### src/rtl/bus_sched_pkg.sv
// ----------------------------------------------------------------------------
// bus_sched_pkg
//
// Shared definitions for the bus transfer scheduler:
//   - MUX source codes and the idle select driven when no transfer is issued
//   - src_legal(): tells whether a source code selects a real MUX input
//   - the request record pushed into the request FIFO (default geometry:
//     3-bit source code, 3-bit destination index)
// ----------------------------------------------------------------------------
package bus_sched_pkg;

   localparam int SRC_CODE_W = 3;
   localparam int DST_IDX_W  = 3;

   localparam logic [SRC_CODE_W-1:0] SRC_L    = 3'b111;
   localparam logic [SRC_CODE_W-1:0] SRC_W    = 3'b010;
   localparam logic [SRC_CODE_W-1:0] SRC_K    = 3'b011;
   localparam logic [SRC_CODE_W-1:0] SRC_T    = 3'b001;
   localparam logic [SRC_CODE_W-1:0] SRC_X    = 3'b101;
   localparam logic [SRC_CODE_W-1:0] SRC_J    = 3'b110;

   // L is the harmless default: the MUX parks on it whenever nothing issues.
   localparam logic [SRC_CODE_W-1:0] SRC_IDLE = SRC_L;

   typedef struct packed {
      logic [SRC_CODE_W-1:0] src;
      logic [DST_IDX_W-1:0]  dst;
   } xfer_req_t;

   localparam int XFER_REQ_W = $bits(xfer_req_t);

   // Codes 000 and 100 select no MUX input.
   function automatic logic src_legal(input logic [SRC_CODE_W-1:0] src);
      logic legal;
      case (src)
         SRC_L, SRC_W, SRC_K, SRC_T, SRC_X, SRC_J: legal = 1'b1;
         default:                                  legal = 1'b0;
      endcase
      return legal;
   endfunction

endpackage : bus_sched_pkg

### src/rtl/bus_xfer_scheduler_xfer_fifo.sv
// ----------------------------------------------------------------------------
// xfer_fifo
//
// Synchronous first-word-fall-through FIFO with asynchronous active-low reset.
// The head entry is always visible on rd_data while the FIFO is non-empty.
//
// Ports:
//   clk, rst_n      clock (rising edge) and async active-low reset
//   push, wr_data   write an entry; ignored when full
//   pop             remove the head entry; ignored when empty
//   rd_data         current head entry
//   full, empty     occupancy flags, decoded from count
//   count           number of stored entries (0..DEPTH)
//
// Push and pop in the same cycle both take effect; count is unchanged.
// Pointers are PTR_W wide, so they wrap modulo DEPTH (DEPTH is a power of 2).
// ----------------------------------------------------------------------------
module xfer_fifo #(
   parameter int DEPTH = 4,
   parameter int WIDTH = 6,
   localparam int PTR_W = $clog2(DEPTH),
   localparam int CNT_W = $clog2(DEPTH + 1)
) (
   input  logic             clk,
   input  logic             rst_n,
   input  logic             push,
   input  logic [WIDTH-1:0] wr_data,
   input  logic             pop,
   output logic [WIDTH-1:0] rd_data,
   output logic             full,
   output logic             empty,
   output logic [CNT_W-1:0] count
);

   logic [WIDTH-1:0] mem_q [DEPTH];
   logic [WIDTH-1:0] mem_d [DEPTH];
   logic [PTR_W-1:0] wr_ptr_q, wr_ptr_d;
   logic [PTR_W-1:0] rd_ptr_q, rd_ptr_d;
   logic [CNT_W-1:0] count_q, count_d;
   logic             push_ok;
   logic             pop_ok;

   assign full    = (count_q == CNT_W'(DEPTH));
   assign empty   = (count_q == '0);
   assign count   = count_q;
   assign rd_data = mem_q[rd_ptr_q];

   assign push_ok = push & ~full;
   assign pop_ok  = pop & ~empty;

   always_comb begin
      mem_d    = mem_q;
      wr_ptr_d = wr_ptr_q;
      rd_ptr_d = rd_ptr_q;
      count_d  = count_q;

      if (push_ok) begin
         mem_d[wr_ptr_q] = wr_data;
         wr_ptr_d        = wr_ptr_q + PTR_W'(1);
      end
      if (pop_ok) begin
         rd_ptr_d = rd_ptr_q + PTR_W'(1);
      end

      case ({push_ok, pop_ok})
         2'b10:   count_d = count_q + CNT_W'(1);
         2'b01:   count_d = count_q - CNT_W'(1);
         default: count_d = count_q;
      endcase
   end

   always_ff @(posedge clk or negedge rst_n) begin
      if (!rst_n) begin
         for (int i = 0; i < DEPTH; i++) begin
            mem_q[i] <= '0;
         end
         wr_ptr_q <= '0;
         rd_ptr_q <= '0;
         count_q  <= '0;
      end else begin
         mem_q    <= mem_d;
         wr_ptr_q <= wr_ptr_d;
         rd_ptr_q <= rd_ptr_d;
         count_q  <= count_d;
      end
   end

endmodule : xfer_fifo

### src/rtl/bus_xfer_scheduler.sv
// ----------------------------------------------------------------------------
// bus_xfer_scheduler
//
// Queues register-to-register transfer requests from the control unit and
// sequences the shared 24-bit source MUX, one transfer per cycle.
//
// Ports:
//   clk, rst_n   clock (rising edge) and async active-low reset
//   req_valid    request valid from the control unit
//   req_ready    FIFO can accept (= !full, combinational)
//   req_src      MUX source code of the request
//   req_dst      destination register index
//   bus_hold     freeze issue of new transfers
//   mux_sel      registered MUX select (L when idle)
//   dst_we       registered one-hot destination write-enable
//   xfer_done    one-cycle pulse coincident with dst_we
//   src_err      one-cycle pulse when an illegal entry is issued
//   busy         FIFO non-empty or a transfer in flight
//
// Handshake: a request transfers on a rising edge where req_valid and
// req_ready are both high. req_ready depends only on FIFO fullness, never on
// a pop in the same cycle, so a full FIFO refuses even while draining; the
// requester keeps req_valid and the payload stable until it is accepted.
//
// Pipeline (edges E0..E3 for one request):
//   E0  request pushed into the FIFO
//   E1  issue: head popped, mux_sel loaded, stage 1 holds the destination
//   E2  stage 2: dst_we/xfer_done asserted while the MUX output register holds
//       the selected source
//   E3  destination register captures the MUX output
// ----------------------------------------------------------------------------
module bus_xfer_scheduler
   import bus_sched_pkg::*;
#(
   parameter int DEPTH = 4,
   parameter int NDST  = 8,
   parameter int SEL_W = 3
) (
   input  logic                    clk,
   input  logic                    rst_n,
   input  logic                    req_valid,
   output logic                    req_ready,
   input  logic [SEL_W-1:0]        req_src,
   input  logic [$clog2(NDST)-1:0] req_dst,
   input  logic                    bus_hold,
   output logic [SEL_W-1:0]        mux_sel,
   output logic [NDST-1:0]         dst_we,
   output logic                    xfer_done,
   output logic                    src_err,
   output logic                    busy
);

   localparam int DST_W = $clog2(NDST);
   localparam int REQ_W = SEL_W + DST_W;
   localparam int CNT_W = $clog2(DEPTH + 1);

   // ---------------------------------------------------------------------
   // Request FIFO
   // ---------------------------------------------------------------------
   logic             fifo_push;
   logic             fifo_pop;
   logic             fifo_full;
   logic             fifo_empty;
   logic [CNT_W-1:0] fifo_count;
   logic [REQ_W-1:0] fifo_wdata;
   logic [REQ_W-1:0] fifo_rdata;

   assign req_ready  = ~fifo_full;
   assign fifo_push  = req_valid & req_ready;
   assign fifo_wdata = {req_src, req_dst};

   xfer_fifo #(
      .DEPTH (DEPTH),
      .WIDTH (REQ_W)
   ) u_fifo (
      .clk     (clk),
      .rst_n   (rst_n),
      .push    (fifo_push),
      .wr_data (fifo_wdata),
      .pop     (fifo_pop),
      .rd_data (fifo_rdata),
      .full    (fifo_full),
      .empty   (fifo_empty),
      .count   (fifo_count)
   );

   // ---------------------------------------------------------------------
   // Issue decision on the FIFO head
   // ---------------------------------------------------------------------
   logic [SEL_W-1:0] head_src;
   logic [DST_W-1:0] head_dst;
   logic             head_legal;

   assign {head_src, head_dst} = fifo_rdata;

   // Illegal entries still pop so a bad request cannot wedge the queue.
   assign fifo_pop   = ~fifo_empty & ~bus_hold;
   assign head_legal = src_legal(head_src) && (int'(head_dst) < NDST);

   // ---------------------------------------------------------------------
   // Stage 1 (issue) and stage 2 (writeback) registers
   // ---------------------------------------------------------------------
   logic [SEL_W-1:0] mux_sel_q,  mux_sel_d;
   logic             s1_valid_q, s1_valid_d;
   logic [DST_W-1:0] s1_dst_q,   s1_dst_d;
   logic             src_err_q,  src_err_d;
   logic             s2_valid_q, s2_valid_d;
   logic [NDST-1:0]  dst_we_q,   dst_we_d;

   always_comb begin
      // Idle default: park the MUX on L and let stage 1 go empty.
      mux_sel_d  = SEL_W'(SRC_IDLE);
      s1_valid_d = 1'b0;
      s1_dst_d   = s1_dst_q;
      src_err_d  = 1'b0;

      if (fifo_pop) begin
         s1_dst_d   = head_dst;
         s1_valid_d = head_legal;
         src_err_d  = ~head_legal;
         if (head_legal) begin
            mux_sel_d = head_src;
         end
      end

      // Stage 2 follows stage 1 unconditionally: bus_hold only blocks issue,
      // so a transfer already selected on the MUX always finishes its write.
      s2_valid_d = s1_valid_q;
      dst_we_d   = '0;
      if (s1_valid_q) begin
         dst_we_d[s1_dst_q] = 1'b1;
      end
   end

   always_ff @(posedge clk or negedge rst_n) begin
      if (!rst_n) begin
         mux_sel_q  <= SEL_W'(SRC_IDLE);
         s1_valid_q <= 1'b0;
         s1_dst_q   <= '0;
         src_err_q  <= 1'b0;
         s2_valid_q <= 1'b0;
         dst_we_q   <= '0;
      end else begin
         mux_sel_q  <= mux_sel_d;
         s1_valid_q <= s1_valid_d;
         s1_dst_q   <= s1_dst_d;
         src_err_q  <= src_err_d;
         s2_valid_q <= s2_valid_d;
         dst_we_q   <= dst_we_d;
      end
   end

   assign mux_sel   = mux_sel_q;
   assign dst_we    = dst_we_q;
   assign xfer_done = s2_valid_q;
   assign src_err   = src_err_q;
   assign busy      = (fifo_count != '0) | s1_valid_q | s2_valid_q;

endmodule : bus_xfer_scheduler

### config.mk
export PLATFORM = sky130hd
export DESIGN_NAME = bus_xfer_scheduler
export DESIGN_NICKNAME = d
export VERILOG_FILES = /design/src/rtl/bus_sched_pkg.sv /design/src/rtl/bus_xfer_scheduler_xfer_fifo.sv /design/src/rtl/bus_xfer_scheduler.sv
export SDC_FILE = /design/constraint.sdc
export NUM_CORES = 1
export LEC_CHECK = 0
export CAP_MARGIN = 20
export CORE_UTILIZATION = 30
export CTS_CLUSTER_SIZE = 10
export DETAILED_ROUTE_END_ITERATION = 10
export SKIP_CTS_REPAIR_TIMING = 1
export SLEW_MARGIN = 15
export SYNTH_ARGS = -nofsm -noshare
export SYNTH_HDL_FRONTEND = slang
export SYNTH_SLANG_ARGS = --single-unit
### constraint.sdc
create_clock -name clk -period 2.7 [get_ports clk]
set_clock_uncertainty 0.15 [all_clocks]
set_input_delay 0.27 -clock clk [delete_from_list [all_inputs] [get_ports clk]]
set_output_delay 0.27 -clock clk [all_outputs]
set_load 0.03 [all_outputs]
==> impl_results.md <==
- Post-synthesis sequential area ratio: between 50% and 60%
- Avg Cell Area, Syn: about 15 um^2
- Final Hold Fails: 0
- Crit path cell chain: or3b_1 > buf_4 > clkdlybuf4s50_1
- Worst slew pin tran: 0.4819 ns
- Synth Area in Adders: just under 4%
- CTS root buf: clkbuf_8
- Vias: about 1,100
- Outcome: finished clean
- Die span in y: roughly 86 um
- Drt wl/cell: between 10 and 15 um
- DIE WIDTH: 85.58 um
- Fin nets: ~180
- Initial Utilization: around 31%
- Cells after Synth: 136
- DR iter-0 viols: 46
- Worst reg2reg path depth: 9
- Pre-antenna DRT Iters: 2
- Slowest stage delay, CP: ~0.6 ns
- Clk sink count: between 40 and 50
- First-pass GRT wire length: approximately 6200 um
- Yosys synthesis warning count: 0
- Synth Area in Simple Gates: around a tenth
- # setup viols final: 0
- Port Buffers: 24
- Largest area contributor in the synthesized netlist: dfrtp_1
- Max-slew violation count: 0
- Worst endpoint data arrival time: just under 2 ns
- Internal reg-to-reg setup slack: about 0.5 ns
- Die ar.: 7324 um^2
- RSZ-0062 raised after global routing: false
- Crit-path slowest cell: clkdlybuf4s50_1
- Top post-synthesis cells by area: dfrtp_1 54%, mux2_1 6.4%, mux4_2 6.4%
- FILL cells: between 600 and 700
- Required time worst endpoint: between 2 and 2.5 ns
- # H-tree levels: 2
- Setup Crit Path Kind: register to output pin
- All-Layer GR Usage: between 10% and 20%
- Vias in the first global route: about 1,200
- Largest family of logic cells by synthesized area: multiplexers
- WL final: 3373 um
- Number of synthesized flops with an enable pin: 0
- CTS buffer count: 5
- TritonCTS clock tree: built
- Final Cycle Share: about nine tenths
- Rows: 30
- GRT overflow: 0
- ANT cells: 0
- Startpoint Class: register
- Post-DP HPWL: 2451 um
- Min Tclk post-route: 2.383 ns
- Final GP Congestion: around 0.64
- IO Count: 25
- Rel. slew slack: between 60% and 70%
- #FFs+latches synth: 48
- Setup tns final: 0 ns
- Pin count of the biggest net entering global routing: 29
- Fmax achieved: about 420 MHz
- Family with the most delay on the worst path: buffers and inverters
- PwrDens: 1180 nW/um^2
- Max IR drop VDD: about 0.37 mV
- Initial antenna violation count: 0
- Synthesis-to-layout area growth: 21.79%
- CP bufs+invs: 2
- Share of the synthesized area in the top cell type: 53.73%
- Hold Crit Class: input port to asynchronous set/reset pin
- Max cap viols: 0
- Commonest cells post-synth: 45 x dfrtp_1, 12 x mux2_1, 10 x mux2_2, 10 x nor2_1
- Clk buf depth: 2
- Core ar.: roughly 6800 um^2
- Post-route ant nets: 0
- Syn_nets: ~150
- Primary FF master, synth: dfrtp_1
- Reg-to-Reg Start: u_fifo.count[0]$_DFFE_PN0P_
- Setup crit end kind: output pin
- Worst-path fanout max: 5
- Worst R2R End: u_fifo.count[2]$_DFFE_PN0P_
- Leak: 1.102 nW
- Fraction of synthesized cell area in xor and xnor cells: between 2 and 3%
- Core Util, Final: around 38%
- Library cells used by synthesis: 28
- Post-synth ARST share: 100.0%
- DRC Markers: 0
- Synth Area in Compound Gates: 0%
- Layout cell share with drive strength beyond 1: 26.79%
- Mapped cell area: ~2100 um^2
- Worst-Skew Late Latency: between 0.3 and 0.4 ns
- Most frequent cell after synthesis: dfrtp_1
- Multiplexer share of the synthesized area: a little under a quarter
- Clock transition at path regs: roughly 0.090 ns
- Via density: around 4.6
==> layout make-up <==
cell class              instances  area [um^2]  share of cell area, %
inverters                       6        22.52                 0.8824
well taps                      80        100.1                  3.922
clock buffers                   6        82.58                  3.235
clock inverters                 2        38.79                  1.520
flip-flops and latches         48         1205                  47.21
repair buffers                 28        267.8                  10.49
multi-input cells              78        835.8                  32.75
==> power by group <==
part           internal (mW)  total [mW]  leakage [nW]  switching (mW)
combinational          0.652        1.18         0.457           0.526
sequential              1.05        1.29         0.583           0.239
clock                  0.303       0.541        0.0614           0.238
total                   2.01        3.01          1.10            1.00
==> per-stage QoR <==
stage               total power, mW  instance area [um^2]  instances  worst slack (ns)  hold WS, ns
detailed placement            2.503                  2421        239            0.2698      0.08729
finish                        3.012                  2552        248            0.3172       0.2716
CTS                           3.049                  2542        247            0.2955      -0.2516
global placement              2.476                  2421        239            0.2787      0.08669
global route                  3.226                  2552        248            0.2508       0.3022
floorplan                     2.184                  2096        136            0.4920      -0.1756
==> cell usage in the layout (no fill, tap or decap), drive strengths merged, types with 5 or more instances in the layout <==
master          n
clkbuf          6
inv             6
dfrtp          45
mux2           28
ha              5
clkdlybuf4s50  23
nor2           10
mux4            6
==> how the worst max path moves through the flow <==
stage | startpoint | endpoint | slack (ns) | cells after the start
finish | u_fifo.count[0]$_DFFE_PN0P_ | req_ready | 0.32 | 3
global route | u_fifo.count[0]$_DFFE_PN0P_ | req_ready | 0.25 | 3
CTS | u_fifo.count[0]$_DFFE_PN0P_ | req_ready | 0.30 | 3
detailed placement | bus_hold | u_fifo.count[2]$_DFFE_PN0P_ | 0.27 | 9
global placement | bus_hold | u_fifo.count[2]$_DFFE_PN0P_ | 0.28 | 9
floorplan | u_fifo.count[0]$_DFFE_PN0P_ | u_fifo.count[2]$_DFFE_PN0P_ | 0.49 | 9
==> layer usage <==
| layer | global-route usage, % | vias up | routed length [um] |
|---|---|---|---|
| met3 | 2.695 | 8 | 120 |
| met4 | 5.455 | 0 | 72 |
| met5 | 0 | - | 0 |
| met2 | 17.45 | 26 | 1580 |
| li1 | - | 530 | - |
| met1 | 14.65 | 576 | 1600 |
==> cell families (layout without fill, tap and decap cells) <==
family,Yosys count,in the layout
simple gates,31,31
xor+xnor,6,6
fa+ha+maj,6,6
flops,48,48
buf+inv,10,42
mux,35,35
==> worst reg2reg max path, stage by stage (launching register included) <==
cell and delay (ns):
dfrtp_1 0.42, nor3_2 0.08, or2_2 0.33, inv_2 0.13, ha_1 0.19, inv_1 0.06
fa_1 0.37, xor2_1 0.15, nor2_1 0.11, xor2_1 0.14
==> flip-flops by register name, summed over array words and instances, names as in the netlist <==
signal and cells:
s1_dst_q 3, u_fifo.mem_q 24, mux_sel 3, u_fifo.count 3, src_err 1, s1_valid_q 1
u_fifo.wr_ptr_q 2, u_fifo.rd_ptr_q 2, xfer_done 1, dst_we 8
(Power assumes the default switching activity.)
